<file path="config.mk">
export PLATFORM = sky130hd
export DESIGN_NAME = mem_stage
export DESIGN_NICKNAME = d
export VERILOG_FILES = /design/src/rtl/mem_stage.sv
export SDC_FILE = /design/constraint.sdc
export NUM_CORES = 1
export LEC_CHECK = 0
export CORE_ASPECT_RATIO = 1.25
export CORE_MARGIN = 3
export CORE_UTILIZATION = 47
export CTS_CLUSTER_DIAMETER = 200
export CTS_CLUSTER_SIZE = 25
export DETAILED_ROUTE_END_ITERATION = 10
export GPL_ROUTABILITY_DRIVEN = 0
export PLACE_DENSITY = 0.93
export SLEW_MARGIN = 20
export SYNTH_ARGS = -nofsm -noshare
export SYNTH_HDL_FRONTEND = slang
export SYNTH_SLANG_ARGS = --single-unit
</file>
<file path="constraint.sdc">
create_clock -name clk -period 6 [get_ports clk]
set_clock_uncertainty 0.15 [all_clocks]
set_input_delay 0.6 -clock clk [delete_from_list [all_inputs] [get_ports clk]]
set_output_delay 0.6 -clock clk [all_outputs]
set_load 0.005 [all_outputs]
</file>
<file path="src/rtl/mem_stage.sv">
// rv32i memory-access stage: EX/MEM register, data-memory port drive, wait-state
// stall with timeout, and sticky trapping of misaligned / timed-out accesses.
module mem_stage #(
   parameter int         WAIT_MAX = 15,
   parameter logic [5:0] MN_NOP   = 6'd0,
   parameter logic [5:0] MN_LB    = 6'd11,
   parameter logic [5:0] MN_LH    = 6'd12,
   parameter logic [5:0] MN_LW    = 6'd13,
   parameter logic [5:0] MN_LBU   = 6'd14,
   parameter logic [5:0] MN_LHU   = 6'd15,
   parameter logic [5:0] MN_SB    = 6'd16,
   parameter logic [5:0] MN_SH    = 6'd17,
   parameter logic [5:0] MN_SW    = 6'd18
) (
   input  logic        clk,
   input  logic        rst,
   input  logic [5:0]  i_mnemonic,
   input  logic [4:0]  i_rd_addr,
   input  logic [31:0] i_ALUout,
   input  logic [31:0] i_rs2_data,
   input  logic        i_rd_wr,
   input  logic        i_DM_READY,
   output logic        o_DM_CS,
   output logic [3:0]  o_DM_WEB,
   output logic [29:0] o_DM_A,
   output logic [31:0] o_DM_DO,
   output logic [5:0]  o_mnemonic,
   output logic [4:0]  o_rd_addr,
   output logic [31:0] o_ALUout,
   output logic        o_rd_wr,
   output logic        o_stall,
   output logic        o_misalign,
   output logic        o_bus_err,
   output logic [31:0] o_err_addr
);

   localparam int WCW = (WAIT_MAX < 2) ? 1 : $clog2(WAIT_MAX);

   typedef enum logic {S_RUN, S_WAIT} state_t;

   state_t           r_state, w_state_nxt;
   logic [WCW-1:0]   r_wcnt, w_wcnt_nxt;
   logic [5:0]       r_mn;
   logic [4:0]       r_rd;
   logic [31:0]      r_alu, r_st, r_err_addr;
   logic             r_wr, r_misalign, r_bus_err;

   logic             w_is_mem, w_is_st, w_half, w_word, w_mis, w_access;
   logic             w_abort, w_stall, w_complete, w_trap, w_cs;
   logic [3:0]       w_web_st;
   logic [31:0]      w_do;

   // Access classification of the instruction held in the stage
   always_comb begin
      w_is_mem = 1'b0;
      w_is_st  = 1'b0;
      w_half   = 1'b0;
      w_word   = 1'b0;
      w_web_st = 4'hF;
      w_do     = 32'h0;
      case (r_mn)
         MN_LB, MN_LBU: w_is_mem = 1'b1;
         MN_LH, MN_LHU: begin w_is_mem = 1'b1; w_half = 1'b1; end
         MN_LW:         begin w_is_mem = 1'b1; w_word = 1'b1; end
         MN_SB: begin
            w_is_mem = 1'b1; w_is_st = 1'b1;
            w_web_st = ~(4'b0001 << r_alu[1:0]);
            w_do     = {4{r_st[7:0]}};
         end
         MN_SH: begin
            w_is_mem = 1'b1; w_is_st = 1'b1; w_half = 1'b1;
            w_web_st = r_alu[1] ? 4'b0011 : 4'b1100;
            w_do     = {2{r_st[15:0]}};
         end
         MN_SW: begin
            w_is_mem = 1'b1; w_is_st = 1'b1; w_word = 1'b1;
            w_web_st = 4'b0000;
            w_do     = r_st;
         end
         default: ;
      endcase
   end

   assign w_mis    = (w_half && r_alu[0]) || (w_word && (r_alu[1:0] != 2'b00));
   assign w_access = w_is_mem && !w_mis;

   always_comb begin
      w_state_nxt = r_state;
      w_wcnt_nxt  = r_wcnt;
      w_abort     = 1'b0;
      case (r_state)
         S_RUN: begin
            if (w_access && !i_DM_READY) begin
               w_state_nxt = S_WAIT;
               w_wcnt_nxt  = '0;
            end
         end
         S_WAIT: begin
            // READY arriving on the timeout cycle completes the access instead
            if (i_DM_READY) begin
               w_state_nxt = S_RUN;
            end else if (r_wcnt == WCW'(WAIT_MAX - 1)) begin
               w_abort     = 1'b1;
               w_state_nxt = S_RUN;
            end else begin
               w_wcnt_nxt  = r_wcnt + 1'b1;
            end
         end
         default: w_state_nxt = S_RUN;
      endcase
   end

   assign w_stall    = w_access && !i_DM_READY && !w_abort;
   assign w_trap     = w_mis || w_abort;
   assign w_complete = !w_access || i_DM_READY || w_abort;
   assign w_cs       = w_access && !w_abort;

   assign o_DM_CS    = w_cs;
   assign o_DM_WEB   = (w_cs && w_is_st) ? w_web_st : 4'hF;
   assign o_DM_A     = r_alu[31:2];
   assign o_DM_DO    = w_do;
   assign o_mnemonic = (w_complete && !w_trap) ? r_mn : MN_NOP;
   assign o_rd_wr    = w_complete && !w_trap && r_wr;
   assign o_rd_addr  = r_rd;
   assign o_ALUout   = r_alu;
   assign o_stall    = w_stall;
   assign o_misalign = r_misalign;
   assign o_bus_err  = r_bus_err;
   assign o_err_addr = r_err_addr;

   always_ff @(posedge clk or posedge rst) begin
      if (rst) begin
         r_state    <= S_RUN;
         r_wcnt     <= '0;
         r_mn       <= MN_NOP;
         r_rd       <= 5'd0;
         r_alu      <= 32'h0;
         r_st       <= 32'h0;
         r_wr       <= 1'b0;
         r_misalign <= 1'b0;
         r_bus_err  <= 1'b0;
         r_err_addr <= 32'h0;
      end else begin
         r_state <= w_state_nxt;
         r_wcnt  <= w_wcnt_nxt;
         if (!w_stall) begin
            r_mn  <= i_mnemonic;
            r_rd  <= i_rd_addr;
            r_alu <= i_ALUout;
            r_st  <= i_rs2_data;
            r_wr  <= i_rd_wr;
         end
         // Only the first trap after reset records its address
         if (w_trap && !r_misalign && !r_bus_err) r_err_addr <= r_alu;
         if (w_mis)   r_misalign <= 1'b1;
         if (w_abort) r_bus_err  <= 1'b1;
      end
   end

endmodule

</file>
---- Yosys cells after proc, flatten, opt, wreduce, memory -nomap -nowiden ----
Index checks and enable logic that the tools add are counted.
storage, ports and cells
  bits in registers ....................... 115
  logic and storage cells ................. 74
cells by class
  add/sub/neg operators ................... 1
  equal/unequal tests ..................... 12
  shifts and indexed selects .............. 1
  multiplexer cells ....................... 20
  bitwise gates (word level) .............. 2
  reduce and logical (&&, ||, !) cells .... 28
operators with widths
  operator             number
  $pmux 32 s3          1
  $eq 6x4->1 const B   5
  $mux 4               5
  $eq 6x5->1 const B   3
  $pmux 4 s3           1
  $logic_and 1x1->1    11
  $mux 1               10
  $pmux 4 s2           1
  $reduce_or 8->1      1
  $logic_not 1->1      7
  $mux 6               1
  $ne 2x2->1 const B   3
  $reduce_or 3->1      2
  $add 4x1->4 const B  1
  $eq 4x4->1 const B   1
  $logic_or 1x1->1     4
  $not 4->4            1
  $shl 1x2->4 const A  1
  $reduce_and 3->1     1
  $pmux 1 s2           1
  $reduce_bool 2->1    1
  $reduce_or 2->1      1
  $not 1->1            1

---- Depth between registers and ports, before layout ----
  depth in word-level cells ............... 12
  gate-level depth with buffers ........... 9
  mapped depth without buffers ............ 7

---- Least setup slack after synthesis ----
Ideal clock, no wire load.
  path type ............................... register to output
  start ................................... register r_mn[1]
  end ..................................... output port o_stall
  arrival time ............................ 1.810 ns
  data required time ...................... 5.250 ns
  path slack .............................. 3.440 ns
  cell stages (with the launch flop) ...... 8
  buffers on the path ..................... 3
  path through ............................ dfrtp_1 -> buf_4 -> a21oi_2 -> mux2i_1 -> or3b_1 -> buf_2 -> nor3_4 -> buf_4
between the ends
  longest elaborated chain between the ends .. 9
RTL lines
  element                                                              RTL line  text
  start: declaration                                                   43        logic [5:0] r_mn;
  start signal: assignment                                             147       r_mn <= i_mnemonic;
  $eq 6x5->1 / $eq 6x4->1 (equally long branches)                      61        case (r_mn)
  $reduce_or 3->1 (no line) / $reduce_or 2->1 (equally long branches)  n/a
  $mux 1                                                               61
  $logic_and 1x1->1                                                    84        assign w_mis = (w_half && r_alu[0]) || (w_word && (r_alu[1:0] != 2'b00));
  $logic_or 1x1->1                                                     84
  $logic_not 1->1                                                      85        assign w_access = w_is_mem && !w_mis;
  $logic_and 1x1->1 (*)                                                85
  $logic_and 1x1->1 (*) (2 in a row)                                   113       assign w_stall = w_access && !i_DM_READY && !w_abort;
  end: declaration                                                     31        output logic o_stall,
Every way passes the cells marked *; elsewhere a longest branch is shown, timed or not.

---- Worst setup path in the final report ----
  start ................................... register r_mn[0]
  end ..................................... output port o_DM_WEB[3]
between the ends
  longest elaborated chain between the ends .. 10
RTL lines
  element                                                              RTL line  text
  $eq 6x5->1 / $eq 6x4->1 (equally long branches)                      61
  $reduce_or 3->1 (no line) / $reduce_or 2->1 (equally long branches)  n/a
  $mux 1                                                               61
  $logic_and 1x1->1                                                    84
  $logic_or 1x1->1                                                     84
  $logic_not 1->1                                                      85
  $logic_and 1x1->1                                                    85
  $logic_and 1x1->1                                                    116       assign w_cs = w_access && !w_abort;
  $logic_and 1x1->1                                                    119       assign o_DM_WEB = (w_cs && w_is_st) ? w_web_st : 4'hF;
  $mux 4 (*)                                                           119
  end: declaration                                                     24        output logic [3:0] o_DM_WEB,
Marks and branches as above.

==> metrics.md <==
| Metric | Value |
|---|---|
| DIE HEIGHT | `129 um` |
| Required @ worst endpoint | `5250 ps` |
| Diode count | `0` |
| Layout cells sized above 1 | `around 23%` |
| FF-to-FF End | `o_err_addr[16]$_DFFE_PP0P_` |
| Reg-to-reg critical path startpoint | `r_mn[0]$_DFFE_PP0N_` |
| Setup TNS Final | `0 ps` |
| Post-CTS Setup Inserts | `0` |
| Post-synth top flop | `dfrtp_1` |
| Endpoints failing setup | `0` |
| Largest net degree at the start of global routing | `between 70 and 80` |
| IO Port Bufs | `about 220` |
| Placement Cell Area | `around 7700 um^2` |
| Drt drc | `0` |
| Status | `completed` |
| CTS H-tree lvls | `4` |
| Number of synthesized register bits | `roughly 120` |
| Max Clk Rate | `~230 MHz` |
| Arrival @ worst endpoint | `about 3700 ps` |
| Average size of a mapped cell | `12.7 um^2` |
| Slew margin rel. | `between 20% and 30%` |
| Initial antenna violation count | `0` |
| Post-CTS sizing | `0` |
| Tmin final | `between 4000 and 5000 ps` |
| Root Buffer | `clkbuf_16` |
| Gr ovfl total | `0` |
| Synth top area share | `between 50% and 60%` |
| Starting Density | `48.4%` |
| Startpoint Class | `register` |
| Warnings, synthesis | `0` |
| Hold Buf Count CTS | `0` |
| Seq/Total Area, Yosys | `between 50% and 60%` |
| Net count, final | `between 700 and 800` |
| Number of synthesized flops with an enable pin | `0` |
| Power per cell area | `341 nW/um^2` |
| FFs w/ async S/R, synth | `100%` |
| Fin crit share | `between 70% and 80%` |
| Slew @ Worst Pin | `between 1000 and 1500 ps` |
| Wirelength, routed | `between 15000 and 20000 um` |
| First-pass GRT wire length | `between 20000 and 25000 um` |
| RSZ-0062 raised after global routing | `no` |
| Area grow syn2layout | `47.8%` |
| Worst-path clk slew | `around 50 ps` |
| Final hold violations | `0` |
| Avg WL per Cell | `19.4 um` |
| Fin cells | `between 800 and 900` |
| Pins Over Slew Limit | `0` |
| WHS Path Cells | `1` |
| CTS max path bufs | `2` |
| Type of the most critical hold path | `reg -> reg` |
| 1st-iter DRT viols | `roughly 390` |
| Crit path kind | `reg -> out` |
| Max rail drop VDD | `roughly 0.18 mV` |
| Most common cell in the netlist | `dfrtp_1` |
| First-pass DRT Iterations | `4` |
| Die area | `approximately 13000 um^2` |
| Synth area leaders | `dfrtp_1 (51%), mux2_4 (16%), mux2_2 (9.0%)` |
| # fillers | `823` |
| Synthesized area | `5650 um^2` |
| Hold Crit Start | `o_err_addr[12]$_DFFE_PP0P_` |
| Largest fanout on the critical path | `27` |
| R2R depth | `5` |
| Largest area contributor in the netlist | `dfrtp_1` |
| Clock Latency Late Sink | `roughly 400 ps` |
| Io pins | `roughly 230` |
| Num rows | `between 40 and 50` |
| Synth top cells by count | `dfrtp_1 (115), mux2_4 (60), nor2_1 (46)` |
| Flop2flop setup slack | `1970 ps` |
| Hold EP | `o_err_addr[12]$_DFFE_PP0P_` |
| CTS Sinks | `115` |
| Die X | `~100 um` |
| Placed Cells incl. Taps | `around 780` |
| Fin area | `8350 um^2` |
| Tot GR Track Use | `between 20% and 30%` |
| TritonCTS clock tree | `built` |
| Lkg Pwr | `0.00358 uW` |
| CTS Buf Count | `17` |
| Post-route antenna net violation count | `0` |
| Library cells used by synthesis | `around 40` |
| Via count | `4284` |
| Cells after Synth | `around 450` |
| Core ar. | `11700 um^2` |
| CP Capture Type | `output pin` |
| Vias in the first global route | `4420` |
| Max Cap Viol | `0` |
| Syn_nets | `~530` |
| Vias per std cell | `5.30` |
| Final HPWL DP | `approximately 11000 um` |
| Worst setup path start | `r_mn[0]$_DFFE_PP0N_` |
worst max-delay path, stage by stage (launching register included):
cell and delay [ps]:
dfrtp_1 880, nor2b_1 930, a2bb2oi_1 250, o211a_4 340
and2_1 210, o21ai_0 120, clkdlybuf4s50_1 550
cells by family after synthesis:
logic type	after synthesis	share of synthesized area [%]
and+or+nand+nor	100	9.39
muxes	107	25.3
AOI/OAI and AO/OA	56	5.58
DFF	115	50.9
adders and majority gates	2	0.443
xor gates and xnor gates	3	0.465
buffers and inverters	62	7.93
sequential cells by signal (all words and copies together), names as in the netlist:
signal / flops
r_st: 32
o_ALUout: 32
o_misalign: 1
r_state: 1
r_mn: 6
o_bus_err: 1
r_wcnt: 4
r_wr: 1
o_rd_addr: 5
o_err_addr: 32
metrics by stage:
stage          hold WS, ps  utilization (%)  setup WS [ps]  total power, uW
2_1_floorplan          321                -           2210             1340
3_3_place_gp           338             65.9           2190             1710
3_5_place_dp           336             65.9           2000             1740
4_1_cts                357             71.5           1580             2870
5_1_grt                374             71.6           1360             2960
6_report               357             71.6           1580             2850
routing by layer:
| layer | global-route usage (%) | part of all wire [%] | vias up |
|---|---|---|---|
| li1 | - | - | 1886 |
| met1 | 26.1 | 38 | 2144 |
| met2 | 42.3 | 53 | 211 |
| met3 | 4.87 | 5.5 | 43 |
| met4 | 12.4 | 3.7 | 0 |
| met5 | 0 | 0 | - |
worst max path at each step:
stage / end / slack (ps) / cells after the start
3_3_place_gp: o_err_addr[3]$_DFFE_PP0P_ / 2190 / 5
6_report: o_DM_WEB[3] / 1580 / 6
2_1_floorplan: o_ALUout[0]$_DFFE_PP0N_ / 2210 / 1
3_5_place_dp: o_DM_WEB[3] / 2000 / 6
4_1_cts: o_DM_WEB[3] / 1580 / 6
5_1_grt: o_DM_WEB[2] / 1360 / 6
final cells by class:
type	instances	area (um^2)	area share, %
Timing Repair Buffer	227	2270	27.2
Multi-Input combinational cell	268	2330	27.8
Clock buffer	20	457	5.47
Sequential cell	115	2880	34.5
Tap cell	161	201	2.41
Inverter	5	21.3	0.255
Clock inverter	12	201	2.41
where the power goes:
| group | switching (uW) | internal (uW) | total [uW] |
|---|---|---|---|
| Sequential | 116 | 923 | 1040 |
| Clock | 361 | 760 | 1120 |
| Combinational | 211 | 481 | 692 |
| Total | 689 | 2160 | 2850 |
layout by cell type (no fill, tap or decap), drive strengths merged, types with 2 or more instances in the layout:
| master | instances |
|---|---|
| clkdlybuf4s50 | 224 |
| a21oi | 43 |
| mux2 | 105 |
| clkinv | 4 |
| nand2b | 6 |
| dfrtp | 115 |
| buf | 3 |
| inv | 6 |
| clkinvlp | 2 |
| nand4 | 3 |
| nand2 | 3 |
| o21ai | 7 |
| mux2i | 2 |
| clkbuf | 20 |
| ha | 2 |
| xor2 | 2 |
| nor3 | 2 |
| nor2 | 46 |
| nor2b | 15 |
| and2 | 11 |
| bufinv | 5 |
| and3 | 6 |
No activity file was read; power rests on OpenSTA's default activity.
